--- src/rtl/ws2812_frame_reader.sv ---
// WS2812 frame reader: fetches NUM_LEDS*3 colour bytes from a 1-cycle-latency bram port
// and drives them MSB-first as a one-wire waveform, followed by a latch period and a done pulse.
module ws2812_frame_reader #(
  parameter int NUM_LEDS      = 60,
  parameter int DATA_WIDTH    = 8,
  parameter int ADDRESS_WIDTH = 7,
  parameter int BASE_ADDR     = 0,
  parameter int BIT_CYCLES    = 20,
  parameter int T0H_CYCLES    = 6,
  parameter int T1H_CYCLES    = 13,
  parameter int LATCH_CYCLES  = 1000
) (
  input  logic                     clk,
  input  logic                     rst,
  input  logic                     start,
  output logic                     busy,
  output logic                     done,
  output logic                     mem_ren,
  output logic [ADDRESS_WIDTH-1:0] mem_raddr,
  input  logic [DATA_WIDTH-1:0]    mem_rdata,
  output logic                     led_out
);

  localparam int NB = NUM_LEDS * 3;
  localparam int CW = $clog2(BIT_CYCLES);
  localparam int LW = $clog2(LATCH_CYCLES + 1);
  localparam int BW = $clog2(NB + 1);

  localparam logic [CW-1:0]            C_LAST = CW'(BIT_CYCLES - 1);
  localparam logic [CW-1:0]            C_T0H  = CW'(T0H_CYCLES);
  localparam logic [CW-1:0]            C_T1H  = CW'(T1H_CYCLES);
  localparam logic [LW-1:0]            L_LAST = LW'(LATCH_CYCLES - 1);
  localparam logic [BW-1:0]            B_LAST = BW'(NB - 1);
  localparam logic [ADDRESS_WIDTH-1:0] A_BASE = ADDRESS_WIDTH'(BASE_ADDR);

  localparam logic [2:0] S_IDLE  = 3'd0;
  localparam logic [2:0] S_FETCH = 3'd1;
  localparam logic [2:0] S_LOAD  = 3'd2;
  localparam logic [2:0] S_SEND  = 3'd3;
  localparam logic [2:0] S_LATCH = 3'd4;

  logic [2:0]               r_state;
  logic                     r_busy;
  logic                     r_done;
  logic                     r_ren;
  logic                     r_pend;
  logic [ADDRESS_WIDTH-1:0] r_raddr;
  logic                     r_led;
  logic [BW-1:0]            r_byte;
  logic [2:0]               r_bit;
  logic [CW-1:0]            r_cyc;
  logic [LW-1:0]            r_lat;
  logic [7:0]               r_shift;
  logic [7:0]               r_pre;

  logic [CW-1:0] w_cyc_nxt;
  logic [BW-1:0] w_byte_nxt;
  logic [CW-1:0] w_thr;

  assign w_cyc_nxt  = r_cyc + 1'b1;
  assign w_byte_nxt = r_byte + 1'b1;
  assign w_thr      = r_shift[7] ? C_T1H : C_T0H;

  always_ff @(posedge clk) begin
    if (rst) begin
      r_state <= S_IDLE;
      r_busy  <= 1'b0;
      r_done  <= 1'b0;
      r_ren   <= 1'b0;
      r_pend  <= 1'b0;
      r_raddr <= A_BASE;
      r_led   <= 1'b0;
      r_byte  <= '0;
      r_bit   <= '0;
      r_cyc   <= '0;
      r_lat   <= '0;
    end else begin
      r_done <= 1'b0;
      r_ren  <= 1'b0;
      r_pend <= r_ren;
      case (r_state)
        S_IDLE: begin
          r_led <= 1'b0;
          // The done cycle itself is spent in IDLE; a start seen there is dropped.
          if (start && !r_done) begin
            r_state <= S_FETCH;
            r_busy  <= 1'b1;
            r_ren   <= 1'b1;
            r_raddr <= A_BASE;
          end
        end
        S_FETCH: r_state <= S_LOAD;
        S_LOAD: begin
          r_state <= S_SEND;
          r_byte  <= '0;
          r_bit   <= 3'd7;
          r_cyc   <= '0;
          r_led   <= 1'b1;
          r_ren   <= 1'b1;
          r_raddr <= r_raddr + 1'b1;
        end
        S_SEND: begin
          if (r_cyc == C_LAST) begin
            r_cyc <= '0;
            if (r_bit == 3'd0) begin
              if (r_byte == B_LAST) begin
                r_state <= S_LATCH;
                r_led   <= 1'b0;
                r_lat   <= '0;
              end else begin
                r_byte <= w_byte_nxt;
                r_bit  <= 3'd7;
                r_led  <= 1'b1;
                // Prefetch the byte after the one now starting, if any remains.
                if (w_byte_nxt != B_LAST) begin
                  r_ren   <= 1'b1;
                  r_raddr <= r_raddr + 1'b1;
                end
              end
            end else begin
              r_bit <= r_bit - 1'b1;
              r_led <= 1'b1;
            end
          end else begin
            r_cyc <= w_cyc_nxt;
            r_led <= (w_cyc_nxt < w_thr);
          end
        end
        S_LATCH: begin
          r_led <= 1'b0;
          if (r_lat == L_LAST) begin
            r_done  <= 1'b1;
            r_busy  <= 1'b0;
            r_state <= S_IDLE;
          end else begin
            r_lat <= r_lat + 1'b1;
          end
        end
        default: r_state <= S_IDLE;
      endcase
    end
  end

  always_ff @(posedge clk) begin
    if (r_state == S_LOAD) begin
      r_shift <= mem_rdata;
    end else if (r_state == S_SEND && r_cyc == C_LAST) begin
      r_shift <= (r_bit == 3'd0) ? r_pre : {r_shift[6:0], 1'b0};
    end
    if (r_pend) begin
      r_pre <= mem_rdata;
    end
  end

  assign busy      = r_busy;
  assign done      = r_done;
  assign mem_ren   = r_ren;
  assign mem_raddr = r_raddr;
  assign led_out   = r_led;

endmodule

--- config.mk ---
export PLATFORM = sky130hd
export DESIGN_NAME = ws2812_frame_reader
export DESIGN_NICKNAME = d
export VERILOG_FILES = /design/src/rtl/ws2812_frame_reader.sv
export SDC_FILE = /design/constraint.sdc
export NUM_CORES = 1
export LEC_CHECK = 0
export CAP_MARGIN = 20
export CORE_AREA = 4 4 83 92
export DETAILED_ROUTE_END_ITERATION = 16
export DIE_AREA = 0 0 87 96
export DONT_BUFFER_PORTS = 1
export PLACE_DENSITY = 0.56
export SLEW_MARGIN = 20
export SYNTH_ARGS = -nofsm -noshare
export SYNTH_HDL_FRONTEND = slang
export SYNTH_SLANG_ARGS = --single-unit
--- constraint.sdc ---
create_clock -name clk -period 2.75 [get_ports clk]
set_input_delay 0.55 -clock clk [delete_from_list [all_inputs] [get_ports clk]]
set_output_delay 0.55 -clock clk [all_outputs]
set_load 0.02 [all_outputs]
# After elaboration in Yosys (flattened, before gate mapping)
# Cells that the tools add are included.
# word_totals
reg_bits	57
in_bits	11
out_inout_bits	11
wordCells	101
# classes
n_addsub	5
order_cmp	1
n_eq_ne	17
mux	45
n_bitwise	1
reduce_logical	19
# ops
cell	count
$mux 8	6
$mux 10	4
$mux 7	5
$mux 3	8
$pmux 7 s3	1
$pmux 10 s2	1
$ne 2x2->1 const B	8
$pmux 8 s2	1
$pmux 3 s5	1
$mux 1	11
$add 10x1->10 const B	1
$eq 10x10->1 const B	1
$pmux 5 s2	1
$reduce_and 5->1	2
$add 8x1->8 const B	1
$eq 8x8->1 const B	1
$ne 8x8->1 const B	1
$reduce_bool 2->1	4
$add 7x1->7 const B	1
$eq 3x2->1 const B	2
$logic_not 3->1	2
$pmux 1 s3	2
$pmux 3 s2	1
$reduce_and 3->1	2
17 further kinds	20

# Longest topological paths before layout
# Gate-level depths: netlist of run 1.
# logic_depth
word_depth	7
depth_mapped	8
mapped_depth_nobuf	7

# Least setup slack after synthesis of run 1
# OpenSTA, ideal clock, no wires.
# synth_timing
path_type	reg2reg
startpoint	register r_byte[0]
endpoint	register r_raddr[2], in the netlist mem_raddr[2]
setup_time_ps	117
arrival_time_ps	2187
required_ps	2633
slack_ps	446
stages_incl_launch_ff	7
path_buffers	0
synth_period_minus_slack_ps	2304
path_cell_list	dfxtp_1 -> ha_1 -> or4b_4 -> a2111o_1 -> a221o_1 -> nor3b_4 -> a32o_1
# synth_between
elab_chain_cells	4
elab_cells_between_ends	6
classes_between	1 x add/sub; 4 x eq/ne; 1 x reduce/logical
# synth_rtl
item	line	rtl
start: declaration	49	logic [BW-1:0] r_byte;
start signal: assignment	111	r_byte <= w_byte_nxt;
$add 8x1->8	61	assign w_byte_nxt = r_byte + 1'b1;
$ne 8x8->1	115	if (w_byte_nxt != B_LAST) begin
$ne 2x2->1 (no line)	n/a	
$reduce_and 6->1 (no line) *	n/a	
end signal: assignment	100	r_raddr <= r_raddr + 1'b1;
end signal: assignment	117	r_raddr <= r_raddr + 1'b1;
end: declaration	47	logic [ADDRESS_WIDTH-1:0] r_raddr;
# Every way passes the cells marked *; elsewhere a longest branch is shown, timed or not.
# A chain may end at the register's enable or synchronous reset.

# Final worst setup path of run 1
# layout_timing
startpoint	register r_byte[1]
endpoint	register r_lat[3]
# layout_between
elab_chain_cells	3
# layout_rtl
item	line	rtl
$eq 8x8->1	106	if (r_byte == B_LAST) begin
$ne 2x2->1 (no line)	n/a	
$reduce_and 5->1 (no line)	n/a	
end signal: assignment	136	r_lat <= r_lat + 1'b1;
end: declaration	52	logic [LW-1:0] r_lat;
# Every way passes these cells.

==> results.yml, run 1 <==
logic_synthesis:
  async_flop_share_pct: 0
  synth.net_count: 345
  synth_area_um2: 2950
  yosys.area.top_type: "dfxtp_1"
  synth_warnings: 0
  synth-seq-area-share_pct: 44.1
  yosysUniqueCellTypes: 61
  syn-instance-count: 325
  synth_area_leaders: "dfxtp_1 (28%), edfxtp_1 (16%), nand2_1 (4.3%)"
  synth_edf_count: 16
  synth_top_area_share_pct: 27.8
  synth-seq-cells: 57
  synth_area_per_cell_um2: 9.07
  ys.flop_type: "dfxtp_1"
clocking:
  clock-root-buffer: "clkbuf_8"
  cts_tree: "yes"
  cts_hold_buffers: 0
  cts_sinks: 57
  insertion_delay_ns: 0.34
  cts_made_buffers: 9
  cts.htree.levels: 3
  postCtsSetupBuffers: 0
  clk_pin_slew_ns: 0.07
  clk_path_buf_depth: 2
power:
  pwr-share-clk_pct: 32.2
  finalPower_mw: 2.47
  comb_power_share_pct: 24.3
  p_leak_nw: 1.13
  p_int_mw: 1.69
  p_switching_uw: 784
  vdd.ir_drop.worst_mv: 0.429
  swShare_pct: 31.7
  p_seq_share_pct: 43.5
  power_density_nw_per_um2: 757
drt:
  drt_iter0_drc: 134
  wl_per_cell_um: 15.9
  vias: 2442
  drc: 0
  firstDrtPassIters: 4
  drtAntennaViolNets: 0
  drt_wl_total_um: 6670
  vias_per_cell: 5.83
timing:
  setup_viol: 0
  hold_ws_ns: 0.270
  setup_tns_ns: 0
  tightest_slew_ns: 0.592
  period_needed_ns: 2.47
  drv_slew: 0
  hold_viol: 0
  fin_ws_ns: 0.278
  max_freq_ghz: 0.405
  clock_skew_ns: 0.00606
  slew_headroom_pct: 60.5
  fin_crit_sh_pct: 89.9
  rsz0062_at_grt: "false"
global_routing:
  grt_max_degree: 39
  first_global_vias: 2231
  grt_usage_pct: 17.3
  grt_util_met2_pct: 25.6
  grt_pass1_wl_um: 11100
  antenna_found_initial: 0
  use_met1_pct: 23.5
  grt_overflow: 0
  top_usage_layer: "met2"
  grt_util_met3_pct: 4.88
place:
  io_buffer_count: 0
  dpl_cell_area_um2: 3070
  place.gp.congestion: 0.842
  preCtsSetupSlack_ns: 0.283
  placed_cells: 403
  dp_hpwl_um: 4650
critical_path:
  startpoint_type: "flip-flop"
  r2r-start: "r_byte[1]"
  path_class: "reg2reg"
  path_cells: "ha_2 -> or3b_2 -> nor4_2 -> a21boi_1 -> buf_4 -> or3_1 -> a21oi_1"
  critPathMaxStageDelay_ns: 0.51
  required_ns: 3.02
  cp_num_buf_inv: 1
  cp-end-kind: "flip-flop"
  cpMaxStageDelayCell: "or3b_2"
  crit_fanout: 8
  critPathTopFamily: "simple AND/OR/NAND/NOR gates"
  crit_arrival_ns: 2.74
  worstSetupStartpoint: "r_byte[1]"
cells_and_area:
  nNetsFinal: 352
  final_cells: 419
  antennaDiodeCount: 0
  design_area_um2: 3270
  final_util_pct: 49.3
  synthToLayoutAreaGrowth_pct: 10.8
  drive_gt1_share_pct: 10.7
worst_hold_path:
  hp-start: "rst"
  min_path_type: "in2reg"
floorplan:
  core-area_um2: 6630
  die_area_um2: 8350
  row_count: 31
  die_y_um: 96
  initial_core_util_pct: 44.5
  dieWidth_um: 87
  design.portCount: 22
run:
  cap_violations: 0
run_status:
  outcome: "complete, no violations"
[synthesized netlist by cell type, drive strengths merged, types with 2 or more instances]
cell type  count
nand2         34
xnor2          2
a22oi          2
nor3          10
edfxtp        16
dfxtp         41
o21a           2
a31oi          2
nand2b         5
nand4b         2
nor3b          5
o2111ai        3
ha             9
or3            9
nand3         12
a21oi         25
a21o           2
and3           3
mux2i          8
or4            3
clkbuf         9
a211oi         5
nand3b         3
o31ai          4
nor4           3
and2           4
nor2          22
nor2b          5
a32o           5
o21ai         24
nand4          6
o311ai         3
buf            8
inv            7
[sequential cells by signal, summed over array words and instances (netlist names), 3 cells and up]
signal / cells
r_lat: 10
r_byte: 8
r_pre: 8
r_shift: 8
mem_raddr: 7
r_cyc: 5
r_bit: 3
r_state: 3
[worst paths after layout]
kind / end / depth (start not counted) / slack, ns
setup reg to reg: r_lat[3] / 7 / 0.28
setup / recovery: r_lat[3] / 7 / 0.28
hold reg to reg: r_cyc[1] / 2 / 0.48
hold / removal: r_bit[2] / 1 / 0.27
[final cells by class]
cell class / count / area, um^2
sequential: 57 / 1300
clock buffer: 13 / 159
multi-input combinational: 243 / 1540
fill: 650 / 3360
timing repair buffer: 13 / 97.6
clock inverter: 3 / 40.0
inverter: 8 / 30.0
tap: 82 / 103
[cells by family (layout without fill, tap and decap cells)]
| group | Yosys count | in the layout | synth area share, % |
|---|---|---|---|
| mux | 9 | 9 | 3.10 |
| xor+xnor | 3 | 3 | 0.891 |
| simple gates | 134 | 134 | 25.0 |
| compound gates | 88 | 88 | 19.3 |
| buf+inv | 25 | 37 | 3.82 |
| fa+ha+maj | 9 | 9 | 3.82 |
| flops | 57 | 57 | 44.1 |
[routing by layer]
layer	vias to the layer above	wire length [um]
met5	-	0
met4	0	119
met3	10	386
met2	54	2950
met1	1149	3220
li1	1229	-
[cell usage in the layout, fill, tap and decap left out, types with 9 or more instances in the layout]
| cell type | n |
|---|---|
| dfxtp_1 | 41 |
| nand2_1 | 34 |
| a21oi_1 | 25 |
| o21ai_0 | 24 |
| nor2_1 | 22 |
| edfxtp_1 | 16 |
| buf_4 | 13 |
| nand3_1 | 12 |
| clkbuf_8 | 11 |
| nor3_1 | 10 |
| or3_1 | 9 |
[worst register-to-register path, delay by kind of cell, from the launching register on]
| kind | cells | cell delay (ns) |
|---|---|---|
| adder cells (fa/ha/maj) | 1 | 0.28 |
| buffers and inverters | 1 | 0.22 |
| AND/OR/NAND/NOR | 3 | 1.10 |
| AO/OA/AOI/OAI | 2 | 0.38 |
| flip-flops | 1 | 0.43 |
[power groups by stage]
stage | Combinational, mW | Clock [mW] | Sequential, mW
finish | 0.600 | 0.798 | 1.08
global route | 0.673 | 0.862 | 1.09
CTS | 0.607 | 0.817 | 1.08
detailed placement | 0.604 | 0 | 1.10
global placement | 0.598 | 0 | 1.10
floorplan | 0.483 | 0 | 1.06
[what timing repair did]
| item | CTS | global route |
|---|---|---|
| endpoints found under the hold margin | 0 | 0 |
| gates resized for setup | 0 | 1 |
| endpoints found under the setup margin | 0 | 1 |
(Power assumes the default switching activity.)
==> inputs of run 2 (changes only) <==
Settings changed: ABC_AREA set to 0, CTS_CLUSTER_SIZE set to 8.
==> results of run 2 <==
Same layout as run 1: the final DEF is identical, and so are final timing and power.
==> inputs of run 3 (changes only) <==
Settings changed: SLEW_MARGIN 20 to 10.
==> results of run 3 <==
Same layout as run 1: the final DEF is identical, and so are final timing and power.
